$ cat src/rtl/serial_operand_feeder.sv
// Serialises parallel operand pairs LSB-first onto a serial adder's a/b inputs.
// A one-entry pending buffer lets the next pair follow with no idle cycle between frames.
module serial_operand_feeder #(
    parameter int WIDTH = 4,
    parameter int CNT_W = 8
) (
    input  logic             clk,
    input  logic             rst,
    input  logic             in_valid,
    output logic             in_ready,
    input  logic [WIDTH-1:0] op_a,
    input  logic [WIDTH-1:0] op_b,
    input  logic             cin_in,
    input  logic             abort,
    output logic             a,
    output logic             b,
    output logic             carryin,
    output logic             ser_valid,
    output logic             ser_start,
    output logic             ser_last,
    output logic             busy,
    output logic [CNT_W-1:0] frames_sent,
    output logic             state_dbg
);

    // Handshake: a pair transfers on any rising edge where in_valid and in_ready
    // are both high; in_ready depends only on the pending buffer, never on in_valid.
    localparam int CW = (WIDTH > 1) ? $clog2(WIDTH) : 1;
    localparam logic [CW-1:0] LAST_BIT = CW'(WIDTH - 1);

    typedef enum logic {
        IDLE  = 1'b0,
        SHIFT = 1'b1
    } state_t;

    state_t           state_q, state_d;
    logic [WIDTH-1:0] act_a_q, act_a_d;
    logic [WIDTH-1:0] act_b_q, act_b_d;
    logic [WIDTH-1:0] pend_a_q, pend_a_d;
    logic [WIDTH-1:0] pend_b_q, pend_b_d;
    logic             pend_cin_q, pend_cin_d;
    logic             pend_full_q, pend_full_d;
    logic [CW-1:0]    cnt_q, cnt_d;
    logic             carryin_q, carryin_d;
    logic [CNT_W-1:0] frames_q, frames_d;
    logic             a_q, a_d;
    logic             b_q, b_d;
    logic             valid_q, valid_d;
    logic             start_q, start_d;
    logic             last_q, last_d;
    logic             xfer;
    logic             live;

    assign xfer = in_valid & ~pend_full_q;

    always_comb begin
        state_d     = state_q;
        act_a_d     = act_a_q;
        act_b_d     = act_b_q;
        pend_a_d    = pend_a_q;
        pend_b_d    = pend_b_q;
        pend_cin_d  = pend_cin_q;
        pend_full_d = pend_full_q;
        cnt_d       = cnt_q;
        carryin_d   = carryin_q;
        frames_d    = frames_q;

        if (abort) begin
            state_d     = IDLE;
            pend_full_d = 1'b0;
            cnt_d       = '0;
        end else begin
            case (state_q)
                IDLE: begin
                    if (xfer) begin
                        act_a_d   = op_a;
                        act_b_d   = op_b;
                        carryin_d = cin_in;
                        cnt_d     = '0;
                        state_d   = SHIFT;
                    end
                end
                SHIFT: begin
                    if (cnt_q == LAST_BIT) begin
                        frames_d = frames_q + CNT_W'(1);
                        cnt_d    = '0;
                        // Pending entry has priority; otherwise a same-edge transfer reloads directly.
                        if (pend_full_q) begin
                            act_a_d     = pend_a_q;
                            act_b_d     = pend_b_q;
                            carryin_d   = pend_cin_q;
                            pend_full_d = 1'b0;
                        end else if (xfer) begin
                            act_a_d   = op_a;
                            act_b_d   = op_b;
                            carryin_d = cin_in;
                        end else begin
                            state_d = IDLE;
                        end
                    end else begin
                        cnt_d = cnt_q + CW'(1);
                        if (xfer) begin
                            pend_a_d    = op_a;
                            pend_b_d    = op_b;
                            pend_cin_d  = cin_in;
                            pend_full_d = 1'b1;
                        end
                    end
                end
                default: state_d = IDLE;
            endcase
        end

        live    = (state_d == SHIFT);
        a_d     = live & act_a_d[cnt_d];
        b_d     = live & act_b_d[cnt_d];
        valid_d = live;
        start_d = live & (cnt_d == '0);
        last_d  = live & (cnt_d == LAST_BIT);
    end

    always_ff @(posedge clk or negedge rst) begin
        if (!rst) begin
            state_q     <= IDLE;
            act_a_q     <= '0;
            act_b_q     <= '0;
            pend_a_q    <= '0;
            pend_b_q    <= '0;
            pend_cin_q  <= 1'b0;
            pend_full_q <= 1'b0;
            cnt_q       <= '0;
            carryin_q   <= 1'b0;
            frames_q    <= '0;
            a_q         <= 1'b0;
            b_q         <= 1'b0;
            valid_q     <= 1'b0;
            start_q     <= 1'b0;
            last_q      <= 1'b0;
        end else begin
            state_q     <= state_d;
            act_a_q     <= act_a_d;
            act_b_q     <= act_b_d;
            pend_a_q    <= pend_a_d;
            pend_b_q    <= pend_b_d;
            pend_cin_q  <= pend_cin_d;
            pend_full_q <= pend_full_d;
            cnt_q       <= cnt_d;
            carryin_q   <= carryin_d;
            frames_q    <= frames_d;
            a_q         <= a_d;
            b_q         <= b_d;
            valid_q     <= valid_d;
            start_q     <= start_d;
            last_q      <= last_d;
        end
    end

    assign in_ready    = ~pend_full_q;
    assign busy        = (state_q == SHIFT) | pend_full_q;
    assign a           = a_q;
    assign b           = b_q;
    assign carryin     = carryin_q;
    assign ser_valid   = valid_q;
    assign ser_start   = start_q;
    assign ser_last    = last_q;
    assign frames_sent = frames_q;
    assign state_dbg   = (state_q == SHIFT);

endmodule

$ cat config.mk
export PLATFORM = sky130hd
export DESIGN_NAME = serial_operand_feeder
export DESIGN_NICKNAME = d
export VERILOG_FILES = /design/src/rtl/serial_operand_feeder.sv
export SDC_FILE = /design/constraint.sdc
export NUM_CORES = 1
export LEC_CHECK = 0
export BUFFER_PORTS_ARGS = -buffer_cell sky130_fd_sc_hd__clkbuf_2
export CORE_MARGIN = 2
export CORE_UTILIZATION = 36
export CTS_CLUSTER_DIAMETER = 120
export DETAILED_ROUTE_END_ITERATION = 7
export PLACE_DENSITY = 0.58
export SYNTH_ARGS = -nofsm -noshare
export SYNTH_HDL_FRONTEND = slang
export SYNTH_SLANG_ARGS = --single-unit
$ cat constraint.sdc
create_clock -name clk -period 2.3 [get_ports clk]
set_clock_uncertainty 0.15 [all_clocks]
set_input_delay 0.46 -clock clk [delete_from_list [all_inputs] [get_ports clk]]
set_output_delay 0.46 -clock clk [all_outputs]
set_load 0.02 [all_outputs]
---- Yosys cells after proc, flatten, opt, wreduce, memory -nomap -nowiden ----
Index checks and enable logic that the tools add are counted.
cells by class
  $add $sub $neg .......................... 2
  magnitude comparators ................... 1
  eq/ne operators ......................... 3
  muxes and demuxes ....................... 31
  bitwise operators ....................... 10
  reductions and logical operators ........ 7
operator list
  cell                 number
  $mux 4               8
  $pmux 4 s2           2
  $mux 1               13
  $add 8x1->8 const B  1
  $mux 2               3
  $and 1x1->1          5
  $bmux 1 s2           2
  $eq 2x2->1 const B   2
  $not 1->1            4
  $pmux 1 s2           2
  $pmux 2 s2           1
  $reduce_and 2->1     2
  $reduce_and 4->1     1
  $lt 2x3->1 const B   1
  $reduce_and 3->1     1
  $reduce_bool 3->1    1
  $add 2x1->2 const B  1
  $logic_not 2->1      1
  $ne 2x1->1 const B   1
  $reduce_bool 2->1    1
  $or 1x1->1           1
storage, ports and cells
  flip-flop bits (word level) ............. 34
  bits of input ports ..................... 13
  output and inout port bits .............. 17
  word-level logic and storage cells ...... 68

---- Longest topological paths before layout ----
  depth in word-level cells ............... 10
  gate-level depth with buffers ........... 8
  gate-level depth less buffers ........... 7

---- Least setup slack after synthesis ----
No wires, ideal clock.
  path type ............................... flip-flop to flip-flop
  start ................................... register cnt_q[0]
  end ..................................... register a_q, in the netlist a
  library setup time ...................... 0.139 ns
  arrival ................................. 1.600 ns
  required time ........................... 2.011 ns
  setup slack ............................. 0.411 ns
  cell stages (with the launch flop) ...... 9
  buffers on the path ..................... 1
  period minus slack after synthesis ...... 1.889 ns
  cells stage by stage .................... dfrtp_1 ha_1 buf_4 nor3b_1 a31oi_1 nor2_1 nand2_1 o21ai_0 a211oi_2
between the ends
  cells in the longest elaborated chain, start to end .. 7
  elaborated cells on any way between the ends .. 15
  classes of those cells .................. 1 x add/sub; 1 x eq/ne; 12 x mux; 1 x bitwise
ends and longest elaborated chain
  item                                              line     text
  start: declaration                                43       logic [CW-1:0] cnt_q, cnt_d;
  start signal: assignment                          147      cnt_q <= cnt_d;
  $add 2x1->2 / $eq 2x2->1 (equally long branches)  101, 84
  $mux 2                                            84       if (cnt_q == LAST_BIT) begin
  $pmux 2 s2 (*)                                    73       case (state_q)
  $mux 2 (*)                                        68       if (abort) begin
  named net cnt_d[0]                                43
  $bmux 1 s2 (*)                                    115      a_d = live & act_a_d[cnt_d];
  $mux 1 (implied by the code) (*)                  115
  $and 1x1->1 (*)                                   115
  named net a_d                                     46       logic a_q, a_d;
  end signal: assignment                            134      a_q <= 1'b0;
  end signal: assignment                            150      a_q <= a_d;
  end: declaration                                  46
The timed path passes the listed nets; every way through them passes the cells marked *. The select of a mux whose other input is x is not followed.
A chain may end at the register's enable or synchronous reset.

---- Worst setup path after layout ----
  start ................................... register cnt_q[0]
  end ..................................... register pend_b_q[3]
between the ends
  cells in the longest elaborated chain, start to end .. 3
ends and longest elaborated chain
  item                        line  text
  $eq 2x2->1                  84
  $not 1->1 (no line)         -
  $reduce_and 4->1 (no line)  -
  end signal: assignment      144   pend_b_q <= pend_b_d;
  end: declaration            40    logic [WIDTH-1:0] pend_b_q, pend_b_d;
Every way passes these cells.

==> summary.txt <==
Status
  • Result of the run: finished, final reports clean

Placed design
  • PortBufs: 29
  • Routability cong.: 0.861
  • DP HPWL: 3100 um
  • Placed cells: 276

Min path
  • Hold path cells: 2
  • Worst hold start: cin_in
  • HP Class: primary input to flip-flop

STA
  • Post-route setup TNS: 0 ps
  • Final Cycle Share: 0.873
  • Unrepaired setup endpoints after global routing: no
  • Slew Limit Fails: 0
  • Max Fclk: 0.498 GHz
  • Number of setup violations in the final report: 0
  • Tmin final: 2010 ps
  • Final hold vios: 0
  • Worst slew margin: 0.709
  • Worst Tran Pin Value: 437 ps

Power
  • Clock Power Share: 0.324
  • Pwr dens: 756 nW/um^2
  • Sw power: 0.000491 W
  • Logic pwr share: 0.223
  • Cell Int Power: 0.00119 W
  • Sw frac: 0.292
  • Seq pwr share: 0.453
  • Worst VDD drop: 0.326 mV
  • Leakage: 0.988 nW

Routing
  • Drt wl/cell: 14.9 um
  • Residual DRC count: 0
  • Vias per inst: 5.25
  • Routed Antenna Nets: 0
  • First-pass DRT Iterations: 4
  • WL final: 4240 um
  • Via count: 1497
  • Number of DRC markers in iteration 0: 150

CTS
  • Post-CTS resize count: 0
  • TritonCTS clock tree: built
  • Max Buffers Root-to-Sink: 2
  • Root Driver: clkbuf_8
  • CTS Buf Count: 5
  • Worst-path clk slew: 70 ps
  • Worst-Skew Late Latency: 290 ps
  • CTS sink count: 34
  • H-tree depth: 2

Global routing
  • Global-route wire length before repair: 6990 um
  • Vias in the first global route: 1331
  • Largest net degree at the start of global routing: 19
  • Global route total overflow: 0
  • Total global-route track usage: 0.169
  • Initial antenna violation count: 0

Synthesis
  • Post-synth EDFFs: 0
  • Synth warn: 0
  • Sequential area share after synthesis: 0.464
  • FFs w/ async S/R, synth: 1.00
  • Post-synthesis area per instance: 10.4 sq um
  • Synthesized instance count: 177
  • Synth unique cells: 41
  • Area of the mapped netlist: 1830 sq um
  • Top area cells in the synthesized netlist: dfrtp_1 (46%), mux2_2 (9.2%), a31oi_1 (5.1%), nand2_1 (3.9%), o221ai_1 (2.9%)
  • Synthesized Nets: 192
  • Ys flop type: dfrtp_1
  • Synth area leader: dfrtp_1
  • Share of the synthesized area in the top cell type: 0.464
  • Synthesized flop and latch total: 34

Setup path
  • CP bufs+invs: 2
  • Slowest stage cell, crit path: dfrtp_1
  • Worst Path Arrival: 2030 ps
  • Setup crit end: pend_b_q[3]
  • Setup Crit Path Kind: flip-flop to flip-flop
  • FF-to-FF End: pend_b_q[3]
  • Delay-heaviest family, CP: flip-flops
  • Reg2Reg Setup Slack: 290 ps
  • Worst Path Max Fanout: 15
  • Origin of the critical flop-to-flop path: cnt_q[0]
  • CP endpoint kind: flip-flop
  • Worst setup SP type: flip-flop
  • Worst path required time: 2320 ps
  • R2R cell count: 5
  • Crit path cell chain: ha_1 > buf_12 > nor4_4 > buf_4 > mux2_2
  • Stages on worst setup path: 5
  • Delay of the slowest cell on the worst path: 410 ps
  • Worst Setup SP: cnt_q[0]

Final layout
  • Share of cells above drive strength 1: 0.344
  • Fillers: 479
  • Finished Layout Cells: 285
  • Synthesis-to-layout area growth: 21.4%
  • # nets final: 232
  • N_diodes: 0

Die
  • Row cnt: 25
  • Die width: 75.4 um
  • Starting Density: 0.381
  • Die height: 75.4 um
  • I/O pins: 30
  • Core area: 4820 sq um
  • Die footprint: 5680 sq um

Flow run
  • Maxcap violations: 0
[synthesized netlist by cell type, types with 5 or more instances]
library cell,instances
or3_1,6
dfrtp_1,34
nand3_1,5
o221ai_1,6
a31oi_1,15
o21ai_0,6
nor2_1,9
nor2b_1,8
mux2_2,15
nand2_1,19
xnor2_1,6
[final cells by class]
class	instances	area, sq um	share of cell area
Multi-Input combinational cell	129	902	0.405
Clock inverter	3	40.0	0.0180
Sequential cell	34	851	0.382
Timing Repair Buffer	43	265	0.119
Inverter	4	15.0	0.00675
Tap cell	67	83.8	0.0377
Clock buffer	5	68.8	0.0309
[metal layers]
layer | vias to the layer above | track usage | wire, um | share of wire
li1 | 741 | - | - | -
met1 | 702 | 0.259 | 2120 | 0.50
met2 | 47 | 0.235 | 1810 | 0.43
met3 | 7 | 0.0410 | 240 | 0.057
met4 | 0 | 0.0526 | 72 | 0.017
met5 | - | 0 | 0 | 0
[worst min path at each step]
stage | endpoint
floorplan | a
global placement | act_a_q[3]
detailed placement | pend_a_q[3]
CTS | pend_cin_q
global route | pend_cin_q
finish | pend_cin_q
[cells in the final DEF, fill, tap and decap left out, drive strengths merged, types with 3 or more instances in the layout]
| cell | count |
|---|---|
| clkbuf | 34 |
| a211oi | 4 |
| o21ai | 7 |
| nor2 | 9 |
| mux2 | 15 |
| xnor2 | 6 |
| or3 | 6 |
| o221ai | 6 |
| a31oi | 15 |
| mux2i | 3 |
| inv | 4 |
| buf | 13 |
| a21oi | 5 |
| nand3 | 5 |
| nor2b | 9 |
| dfrtp | 34 |
| nand2 | 20 |
[cells by family (layout without fill, tap and decap cells)]
logic type               Yosys count  in the layout  share of synthesized area
buffers and inverters             14             55                     0.0437
AO/OA/AOI/OAI                     41             41                      0.154
multiplexers                      18             18                      0.109
AND/OR/NAND/NOR                   61             61                      0.183
flip-flops                        34             34                      0.464
adder cells (fa/ha/maj)            2              2                     0.0136
XOR/XNOR                           7              7                     0.0334
[power by group through the flow]
| stage | Combinational [W] | Sequential (W) | Clock, W |
|---|---|---|---|
| 2_1_floorplan | 0.000256 | 0.000771 | 0 |
| 3_3_place_gp | 0.000371 | 0.000775 | 0 |
| 3_5_place_dp | 0.000373 | 0.000771 | 0 |
| 4_1_cts | 0.000377 | 0.000761 | 0.000561 |
| 5_1_grt | 0.000417 | 0.000778 | 0.000586 |
| 6_report | 0.000376 | 0.000762 | 0.000544 |
[sequential cells by signal, indices dropped and copies added (netlist names)]
name / cells
frames_sent: 8
act_a_q: 4
act_b_q: 4
pend_a_q: 4
pend_b_q: 4
cnt_q: 2
a: 1
b: 1
carryin: 1
pend_cin_q: 1
pend_full_q: 1
ser_last: 1
ser_start: 1
ser_valid: 1
[worst reg2reg max path: stages (launching register included)]
cell     delay [ps]
dfrtp_1         410
ha_1            320
buf_12          200
nor4_4          280
buf_4           200
mux2_2          340
[timing repair]
action / in CTS / in global routing
hold buffers: 1 / 0
endpoints found under the setup margin: 0 / 0
setup buffers: 0 / 0
endpoints found under the hold margin: 16 / 0
[metrics by stage]
step	cell area (sq um)	utilization	hold slack [ps]	power (W)	setup WS, ps
6_report	2230	0.462	274	0.00168	291
3_5_place_dp	2110	0.437	277	0.00114	298
4_1_cts	2230	0.462	270	0.00170	269
3_3_place_gp	2110	0.437	272	0.00115	285
2_1_floorplan	1830	-	14.4	0.00103	411
5_1_grt	2230	0.462	285	0.00178	133
Note: power is estimated with default switching activity, not from simulation.
